==> config.mk <==
export PLATFORM = sky130hd
export DESIGN_NAME = vend_ctrl_multi
export DESIGN_NICKNAME = d
export VERILOG_FILES = /design/src/rtl/vend_ctrl_multi.sv
export SDC_FILE = /design/constraint.sdc
export NUM_CORES = 1
export LEC_CHECK = 0
export BUFFER_PORTS_ARGS = -buffer_cell sky130_fd_sc_hd__buf_2
export CELL_PAD_IN_SITES_DETAIL_PLACEMENT = 1
export CELL_PAD_IN_SITES_GLOBAL_PLACEMENT = 1
export CORE_ASPECT_RATIO = 1.2
export CORE_MARGIN = 4
export CORE_UTILIZATION = 47
export DETAILED_ROUTE_END_ITERATION = 7
export PLACE_DENSITY_LB_ADDON = 0.1
export SLEW_MARGIN = 0
export SYNTH_ARGS = -nofsm -noshare
export SYNTH_HDL_FRONTEND = slang
export SYNTH_SLANG_ARGS = --single-unit
==> constraint.sdc <==
create_clock -name clk -period 11.76 [get_ports clk]
set_clock_uncertainty 0.15 [all_clocks]
set_input_delay 1.176 -clock clk [delete_from_list [all_inputs] [get_ports clk]]
set_output_delay 1.176 -clock clk [all_outputs]
set_load 0.01 [all_outputs]
==> src/rtl/vend_ctrl_multi.sv <==
// vend_ctrl_multi
//   Vending-machine controller with NUM_ITEMS priced products, capped credit
//   and coin-by-coin change return.
//
//   Ports
//     clk, reset        system clock, asynchronous active-high reset
//     coin_one/coin_ten level inputs, rising edge = coin inserted
//     buy[NUM_ITEMS]    level inputs, rising edge = purchase request
//     cancel, get_ind   level inputs, rising edge = refund / change request
//     op_start          session open (state != IDLE)
//     credit            current credit, binary
//     item_light        per item: enabled and affordable
//     vend_pulse        one-hot, one cycle, releases an item
//     not_enough        one-cycle pulse, buy refused for lack of credit
//     coin_reject       one-cycle pulse, coin would exceed MAX_CREDIT
//     change_ten/one    one pulse per returned coin
//     light_get         high throughout change return
//
//   Optional feature: define INACTIVITY_TIMEOUT_EN to auto-refund after
//   TIMEOUT_CYC idle cycles in CREDIT.
//
//   state    | meaning
//   ---------+--------------------------------------------------
//   S_IDLE   | no session, credit = 0
//   S_CREDIT | credit held, waiting for coins / buy / cancel
//   S_VEND   | single cycle, vend_pulse released for vend_idx_q
//   S_CHANGE | returning credit, one coin per cycle
module vend_ctrl_multi #(
  parameter int NUM_ITEMS = 4,
  parameter int CREDIT_W = 8,
  parameter int MAX_CREDIT = 99,
  parameter logic [NUM_ITEMS*CREDIT_W-1:0] PRICE_LIST = 32'h0F_0A_08_05,
  parameter int TIMEOUT_CYC = 1000
) (
  input  logic                 clk,
  input  logic                 reset,
  input  logic                 coin_one,
  input  logic                 coin_ten,
  input  logic [NUM_ITEMS-1:0] buy,
  input  logic                 cancel,
  input  logic                 get_ind,
  output logic                 op_start,
  output logic [CREDIT_W-1:0]  credit,
  output logic [NUM_ITEMS-1:0] item_light,
  output logic [NUM_ITEMS-1:0] vend_pulse,
  output logic                 not_enough,
  output logic                 coin_reject,
  output logic                 change_ten,
  output logic                 change_one,
  output logic                 light_get
);

  localparam int IDX_W = (NUM_ITEMS > 1) ? $clog2(NUM_ITEMS) : 1;
  localparam logic [CREDIT_W-1:0] TEN = CREDIT_W'(10);
  localparam logic [CREDIT_W:0]   MAX_EXT = (CREDIT_W+1)'(MAX_CREDIT);

  typedef enum logic [1:0] {S_IDLE, S_CREDIT, S_VEND, S_CHANGE} state_t;

  state_t               state_q, state_d;
  logic [CREDIT_W-1:0]  credit_q, credit_d;
  logic [IDX_W-1:0]     vend_idx_q, vend_idx_d;
  logic                 not_enough_d, coin_reject_d;

  // Edge-detect history; armed_q blanks the first cycle after reset so that
  // inputs already high at release do not count as events.
  logic                 armed_q;
  logic                 coin_one_q, coin_ten_q, cancel_q, get_q;
  logic [NUM_ITEMS-1:0] buy_q;

  logic                 coin_one_ev, coin_ten_ev, cancel_ev, get_ev, coin_ev;
  logic [NUM_ITEMS-1:0] buy_ev;
  logic                 buy_hit;
  logic [IDX_W-1:0]     buy_idx;
  logic [CREDIT_W-1:0]  sel_price, coin_val;
  logic [CREDIT_W:0]    coin_sum;
  logic                 coin_ok, any_ev, timeout_hit;

  logic [CREDIT_W-1:0]  price [NUM_ITEMS];

  for (genvar g = 0; g < NUM_ITEMS; g++) begin : g_item
    assign price[g]      = PRICE_LIST[g*CREDIT_W +: CREDIT_W];
    assign item_light[g] = (price[g] != '0) && (credit_q >= price[g]);
  end

  assign coin_one_ev = armed_q & coin_one & ~coin_one_q;
  assign coin_ten_ev = armed_q & coin_ten & ~coin_ten_q;
  assign cancel_ev   = armed_q & cancel & ~cancel_q;
  assign get_ev      = armed_q & get_ind & ~get_q;
  assign buy_ev      = {NUM_ITEMS{armed_q}} & buy & ~buy_q;
  assign coin_ev     = coin_one_ev | coin_ten_ev;
  assign any_ev      = cancel_ev | get_ev | buy_hit | coin_ev;

  // Lowest set buy bit wins: scan downward so the last hit is the lowest.
  always_comb begin
    buy_hit = 1'b0;
    buy_idx = '0;
    for (int i = NUM_ITEMS - 1; i >= 0; i--) begin
      if (buy_ev[i]) begin
        buy_hit = 1'b1;
        buy_idx = IDX_W'(i);
      end
    end
  end

  assign sel_price = price[buy_idx];
  assign coin_val  = coin_ten_ev ? TEN : CREDIT_W'(1);
  assign coin_sum  = {1'b0, credit_q} + {1'b0, coin_val};
  assign coin_ok   = (coin_sum <= MAX_EXT);

`ifdef INACTIVITY_TIMEOUT_EN
  localparam int TMR_W = (TIMEOUT_CYC > 1) ? $clog2(TIMEOUT_CYC + 1) : 1;
  logic [TMR_W-1:0] timer_q, timer_d;

  // Down-counter reloaded outside CREDIT or on any event; terminal count
  // reached after TIMEOUT_CYC consecutive idle cycles in CREDIT.
  always_comb begin
    timer_d = timer_q;
    if (state_q != S_CREDIT || any_ev) timer_d = TMR_W'(TIMEOUT_CYC - 1);
    else if (timer_q != '0)            timer_d = timer_q - 1'b1;
  end

  assign timeout_hit = (state_q == S_CREDIT) && !any_ev && (timer_q == '0);

  always_ff @(posedge clk or posedge reset) begin
    if (reset) timer_q <= TMR_W'(TIMEOUT_CYC - 1);
    else       timer_q <= timer_d;
  end
`else
  logic unused_timeout;
  assign unused_timeout = (TIMEOUT_CYC != 0) & any_ev;
  assign timeout_hit    = 1'b0;
`endif

  always_comb begin
    state_d       = state_q;
    credit_d      = credit_q;
    vend_idx_d    = vend_idx_q;
    not_enough_d  = 1'b0;
    coin_reject_d = 1'b0;
    case (state_q)
      S_IDLE, S_CREDIT: begin
        if (cancel_ev || get_ev) begin
          if (state_q == S_CREDIT) state_d = S_CHANGE;
        end else if (buy_hit) begin
          if (sel_price != '0) begin
            if (credit_q >= sel_price) begin
              credit_d   = credit_q - sel_price;
              vend_idx_d = buy_idx;
              state_d    = S_VEND;
            end else begin
              not_enough_d = 1'b1;
            end
          end
        end else if (coin_ev) begin
          if (coin_ok) begin
            credit_d = coin_sum[CREDIT_W-1:0];
            state_d  = S_CREDIT;
          end else begin
            coin_reject_d = 1'b1;
          end
        end else if (timeout_hit) begin
          state_d = S_CHANGE;
        end
      end
      S_VEND: state_d = (credit_q == '0) ? S_IDLE : S_CREDIT;
      S_CHANGE: begin
        if (credit_q >= TEN)      credit_d = credit_q - TEN;
        else if (credit_q != '0)  credit_d = credit_q - 1'b1;
        if (credit_d == '0) state_d = S_IDLE;
      end
      default: state_d = S_IDLE;
    endcase
  end

  always_ff @(posedge clk or posedge reset) begin
    if (reset) begin
      state_q     <= S_IDLE;
      credit_q    <= '0;
      vend_idx_q  <= '0;
      not_enough  <= 1'b0;
      coin_reject <= 1'b0;
      armed_q     <= 1'b0;
      coin_one_q  <= 1'b0;
      coin_ten_q  <= 1'b0;
      cancel_q    <= 1'b0;
      get_q       <= 1'b0;
      buy_q       <= '0;
    end else begin
      state_q     <= state_d;
      credit_q    <= credit_d;
      vend_idx_q  <= vend_idx_d;
      not_enough  <= not_enough_d;
      coin_reject <= coin_reject_d;
      armed_q     <= 1'b1;
      coin_one_q  <= coin_one;
      coin_ten_q  <= coin_ten;
      cancel_q    <= cancel;
      get_q       <= get_ind;
      buy_q       <= buy;
    end
  end

  always_comb begin
    vend_pulse = '0;
    if (state_q == S_VEND) vend_pulse[vend_idx_q] = 1'b1;
  end

  assign credit     = credit_q;
  assign op_start   = (state_q != S_IDLE);
  assign light_get  = (state_q == S_CHANGE);
  assign change_ten = light_get && (credit_q >= TEN);
  assign change_one = light_get && (credit_q < TEN) && (credit_q != '0);

endmodule

; After elaboration in Yosys (flattened, before gate mapping)
; Index checks and enable logic that the tools add are counted.
; Widths: inputs -> output; s select.
[totals]
inputBits = 10
word_cells = 118
reg_bits = 23
[classes]
n_mux = 45
addsub = 4
eq_ne = 14
n_reduce_logical = 16
order_cmp = 10
bitwise_logic = 18
[op_table]
columns = operator, count
row1 = $mux 8, 11
row2 = $ge 8x4->1 const B, 3
row3 = $mux 2, 12
row4 = $bmux 8 s2, 1
row5 = $logic_not 8->1, 2
row6 = $mux 1, 16
row7 = $ne 4x4->1 const B, 4
row8 = $pmux 8 s2, 1
row9 = $reduce_bool 8->1, 2
row10 = $ne 3x3->1 const B, 5
row11 = $reduce_and 6->1, 2
row12 = $add 8x4->9, 1
row13 = $le 9x7->1 const B, 1
row14 = $and 1x1->1, 8
row15 = $and 4x4->4, 2
row16 = $ge 8x3->1 const B, 1
row17 = $ge 8x8->1, 1
row18 = $lt 8x4->1 const B, 1
row19 = $mux 4, 2
row20 = $sub 8x1->8 const B, 1
row21 = $sub 8x4->8 const B, 1
row22 = $sub 8x8->8, 1
row23 = $pmux 2 s3, 1
row24 = $not 1->1, 5
row25 = 17 further kinds, 22

; Depth between registers and ports, before layout
[logic_depth]
word_depth = 16
depth_mapped = 16
depth_no_buf = 15

; Worst setup path before layout
; OpenSTA, ideal clock, no wires.
[synth_path]
path_kind = input-to-reg
from = in buy[2]
to = reg credit_q[2] (netlist: credit[2])
t_required_ns = 11.484
slack_ns = 6.971
t_arrival_ns = 4.514
cell_stages = 14
setup_ns = 0.126
path_buffers = 1
cell_sequence = nand2b_1 a2111oi_0 inv_1 ha_1 inv_1 ha_1 fa_1 nand2b_1 a21oi_1 or3_1 nand3_1 clkbuf_1 o311a_1 a221o_1
[synth_via]
elab_chain_len = 15
word_cells_on_any_way = 25
cone_classes = add/sub: 1 / order compare: 1 / eq/ne: 4 / mux: 14 / bitwise: 3 / reduce/logical: 2
[synth_rtl]
columns = element, line_no
row1 = from (decl), 39  ; input logic [NUM_ITEMS-1:0] buy,
row2 = $and 4x4->4 * (2 in series), 89  ; assign buy_ev = {NUM_ITEMS{armed_q}} & buy & ~buy_q;
row3 = $mux 2 * (3 in series), 98  ; if (buy_ev[i]) begin
row4 = net buy_idx[1], 73  ; logic [IDX_W-1:0] buy_idx;
row5 = $not 2->3 (not written as such) *, 105  ; assign sel_price = price[buy_idx];
row6 = $bmux 8 s2 *, 105
row7 = $mux 8 (not written as such) * (2 in series), 105
row8 = $sub 8x8->8, 147  ; credit_d = credit_q - sel_price;
row9 = $mux 8, 146  ; if (credit_q >= sel_price) begin
row10 = $mux 8, 145  ; if (sel_price != '0) begin
row11 = $mux 8, 144  ; end else if (buy_hit) begin
row12 = $mux 8, 142  ; if (cancel_ev || get_ev) begin
row13 = $pmux 8 s2, 140  ; case (state_q)
row14 = to (signal assigned), 190  ; credit_q <= credit_d;
row15 = to (decl), 60  ; logic [CREDIT_W-1:0] credit_q, credit_d;
; The timed path passes the listed nets; every way through them passes the cells marked *. The select of a mux whose other input is x is not followed.
; A chain may end at the register's enable or synchronous reset.

; Final worst setup path
[layout_path]
from = in buy[2]
to = reg credit_q[4] (netlist: credit[4])
; The elaborated chain is that of the path after synthesis.

==> results by group <==
Setup path
  – Critical-path cell list: buf_2 -> nand2b_1 -> a2111oi_0 -> inv_1 -> ha_1 -> inv_1 -> ha_1 -> fa_1 -> nand2b_1 -> a21oi_1 -> or3_1 -> nand3_1 -> or4_1 -> a31oi_1
  – FF-to-FF Start: buy_q[2]
  – Crit path required time: 11.80 ns
  – Critical Path Stages: 14
  – Buf/Inv on CP: 3
  – CP endpoint kind: register
  – Crit Path Max Fanout: 12
  – Worst Reg-to-Reg Cells: 13
  – Critical Path Start: buy[2]
  – Flop2flop setup slack: 6.97 ns
  – Slowest-stage cell, CP: a2111oi_0
  – WS Path Type: input port to register
  – CP peak stage delay: 1.00 ns
  – R2R Path End: credit[4]
  – Critical path arrival: 5.37 ns
  – Delay-heaviest family, CP: compound AO/OA/AOI/OAI gates
  – Startpoint types: input port

Timing
  – RSZ-0062 raised after global routing: false
  – Final worst path period need: 5.32 ns
  – Max transition margin: 0.242
  – Fin Setup TNS: 0 ns
  – Max Clk Rate: 188 MHz
  – Fin worst setup slack: 6.44 ns
  – Final setup violation count: 0
  – Endpoints failing hold: 0
  – Worst-Margin Slew: 1.11 ns
  – Final slew viol count: 0
  – Final Cycle Share: 0.453

Yosys
  – Synth cell types: 72
  – Number of synthesized register bits: 23
  – Async SR Flop Fraction: 1.00
  – Register area share after synthesis: 0.259
  – Net Count, Synth: 293
  – Number of synthesized flops with an enable pin: 0
  – Area leader, netlist: dfrtp_1
  – Top cells by area, synth: dfrtp_1 26%, ha_1 8.4%, nand2_1 4.1%
  – Most frequent cell after synthesis: nand2_1
  – Synthesized area per cell: 8.35 µm²
  – Synth top area share: 0.259
  – Synth Instances: 266
  – YS warnings: 0
  – Cell area after synthesis: 2220 µm²
  – Main flop type after synthesis: dfrtp_1
  – Post-synth top cells: 24 x nand2_1, 23 x dfrtp_1, 23 x nor2_1

Detailed routing
  – Vias per inst: 6.05
  – Initial drt markers: 74
  – Routed Antenna Nets: 0
  – Pre-antenna DRT Iters: 4
  – Post-Route WL: 6.30 mm
  – Routed WL per cell: 18.2 µm
  – Via Count: 2094
  – DRC: 0

Layout
  – Reg area: 576 µm²
  – Layout cell share with drive strength beyond 1: 0.188
  – Layout fillers: 601
  – Fin nets: 316
  – Multi-input gate area: 1520 µm²
  – Fin area: 2420 µm²
  – Inserted Diodes: 0
  – Layout area overhead: 9.01%

Hold path
  – Worst Hold Depth: 1
  – Hold EP: vend_idx_q[1]
  – Min-delay src: vend_idx_q[1]
  – Worst min path class: register to register

Die
  – Die width: 70.8 µm
  – Core area: 4590 µm²
  – Die area: 5900 µm²
  – Ports: 32
  – Die Ht: 83.3 µm
  – Number of cell rows: 27
  – Initial Utilization: 0.484

Run
  – Maxcap violations: 0

Power and ir drop
  – Peak VDD IR: 123 µV
  – Pwr Density: 229 nW/µm²
  – Leak pwr: 1.04 nW
  – Pwr Total: 0.554 mW

CTS
  – Hold-fix buffers, CTS: 0
  – Clk sinks: 23
  – Setup Buffers After CTS: 0
  – CTS root buf: clkbuf_8
  – CTS resizes: 0
  – CTS Buf Count: 3
  – CTS tree: yes
  – Worst skew pair latency: 0.27 ns
  – H-tree Lvls: 1
  – Clock slew seen by the registers of the worst setup and hold paths: 0.08 ns
  – CTS Buffer Depth: 2

Global routing
  – Total Routing Usage GR: 0.227
  – Initial antenna violation count: 0
  – Vias in the first global route: 2206
  – First-pass GRT wire length: 10.8 mm
  – Pin count of the biggest net entering global routing: 24
  – Global route total overflow: 0

Place
  – Post-DP Area: 2380 µm²
  – Final Wtd Congestion: 0.841
  – Hpwl dp: 4.99 mm
  – Port bufs: 31
  – Dpl ws: 6.15 ns

Outcome
  – Status: finished, final reports clean
-- layer usage --
layer | track usage | share of wire | up-vias
met4 | 0.0718 | 0.026 | 0
met5 | 0 | 0 | -
met3 | 0.0278 | 0.024 | 14
li1 | - | - | 1021
met2 | 0.399 | 0.51 | 30
met1 | 0.282 | 0.44 | 1029
-- worst register-to-register path: cells and delay by family (launching register included) --
kind / cells / cell delay (ns)
flip-flops: 1 / 0.37
AND/OR/NAND/NOR: 5 / 1.44
AO/OA/AOI/OAI: 3 / 1.46
adder cells (fa/ha/maj): 3 / 1.00
buffers and inverters: 2 / 0.28
-- logic make-up (layout without fill, tap and decap cells) --
logic type / after synthesis / after routing / synth area share
DFF: 23 / 23 / 0.259
AOI/OAI and AO/OA: 66 / 66 / 0.225
adders and majority gates: 17 / 17 / 0.102
other: 1 / 1 / 0.00169
and+or+nand+nor: 118 / 118 / 0.292
buffers and inverters: 27 / 49 / 0.0569
muxes: 7 / 7 / 0.0349
xor gates and xnor gates: 7 / 7 / 0.0276
-- flip-flops by register name, summed over array words and instances (netlist names), 2 cells and up --
register	flops
state_q	2
buy_q	4
credit	8
vend_idx_q	2
-- area by class of cell --
cell class / instances / area share
Sequential cell: 23 / 0.238
Clock inverter: 1 / 0.00207
Multi-Input combinational cell: 216 / 0.628
Timing Repair Buffer: 31 / 0.0640
Clock buffer: 3 / 0.0170
Inverter: 14 / 0.0217
Tap cell: 58 / 0.0300
-- worst max-delay path by stage --
stage                           end
after global routing      credit[4]
after floorplan           credit[2]
after global placement    credit[7]
after detailed placement  credit[4]
final                     credit[4]
after CTS                 credit[4]
-- cells in the final DEF (no fill, tap or decap), types with 3 or more instances in the layout --
cell / n
inv_1: 11
and3_1: 4
inv_2: 3
o31ai_1: 3
nand3_1: 14
buf_2: 31
o21ai_0: 8
nor2_1: 23
a2111oi_0: 3
a31oi_1: 6
dfrtp_1: 23
o21ai_1: 5
nor2b_1: 5
a21oi_1: 8
xnor2_1: 4
clkbuf_8: 3
nor3_1: 7
and2_1: 4
nand2b_1: 11
mux2i_1: 4
xor2_1: 3
o211ai_1: 3
nand2_1: 24
or4_1: 4
ha_1: 15
or3_1: 3
-- stage by stage --
| step | instances | util | hold WS (ns) |
|---|---|---|---|
| floorplan | 266 | - | 0.382 |
| global placement | 342 | 0.517 | 0.422 |
| detailed placement | 342 | 0.517 | 0.434 |
| CTS | 346 | 0.527 | 0.452 |
| global route | 346 | 0.527 | 0.481 |
| finish | 346 | 0.527 | 0.448 |
-- report_power, final --
part | total, mW | internal (mW) | switching (mW)
Clock | 0.0505 | 0.0237 | 0.0268
Combinational | 0.337 | 0.142 | 0.194
Sequential | 0.166 | 0.0988 | 0.0676
Power figures use the tool's default switching activity.
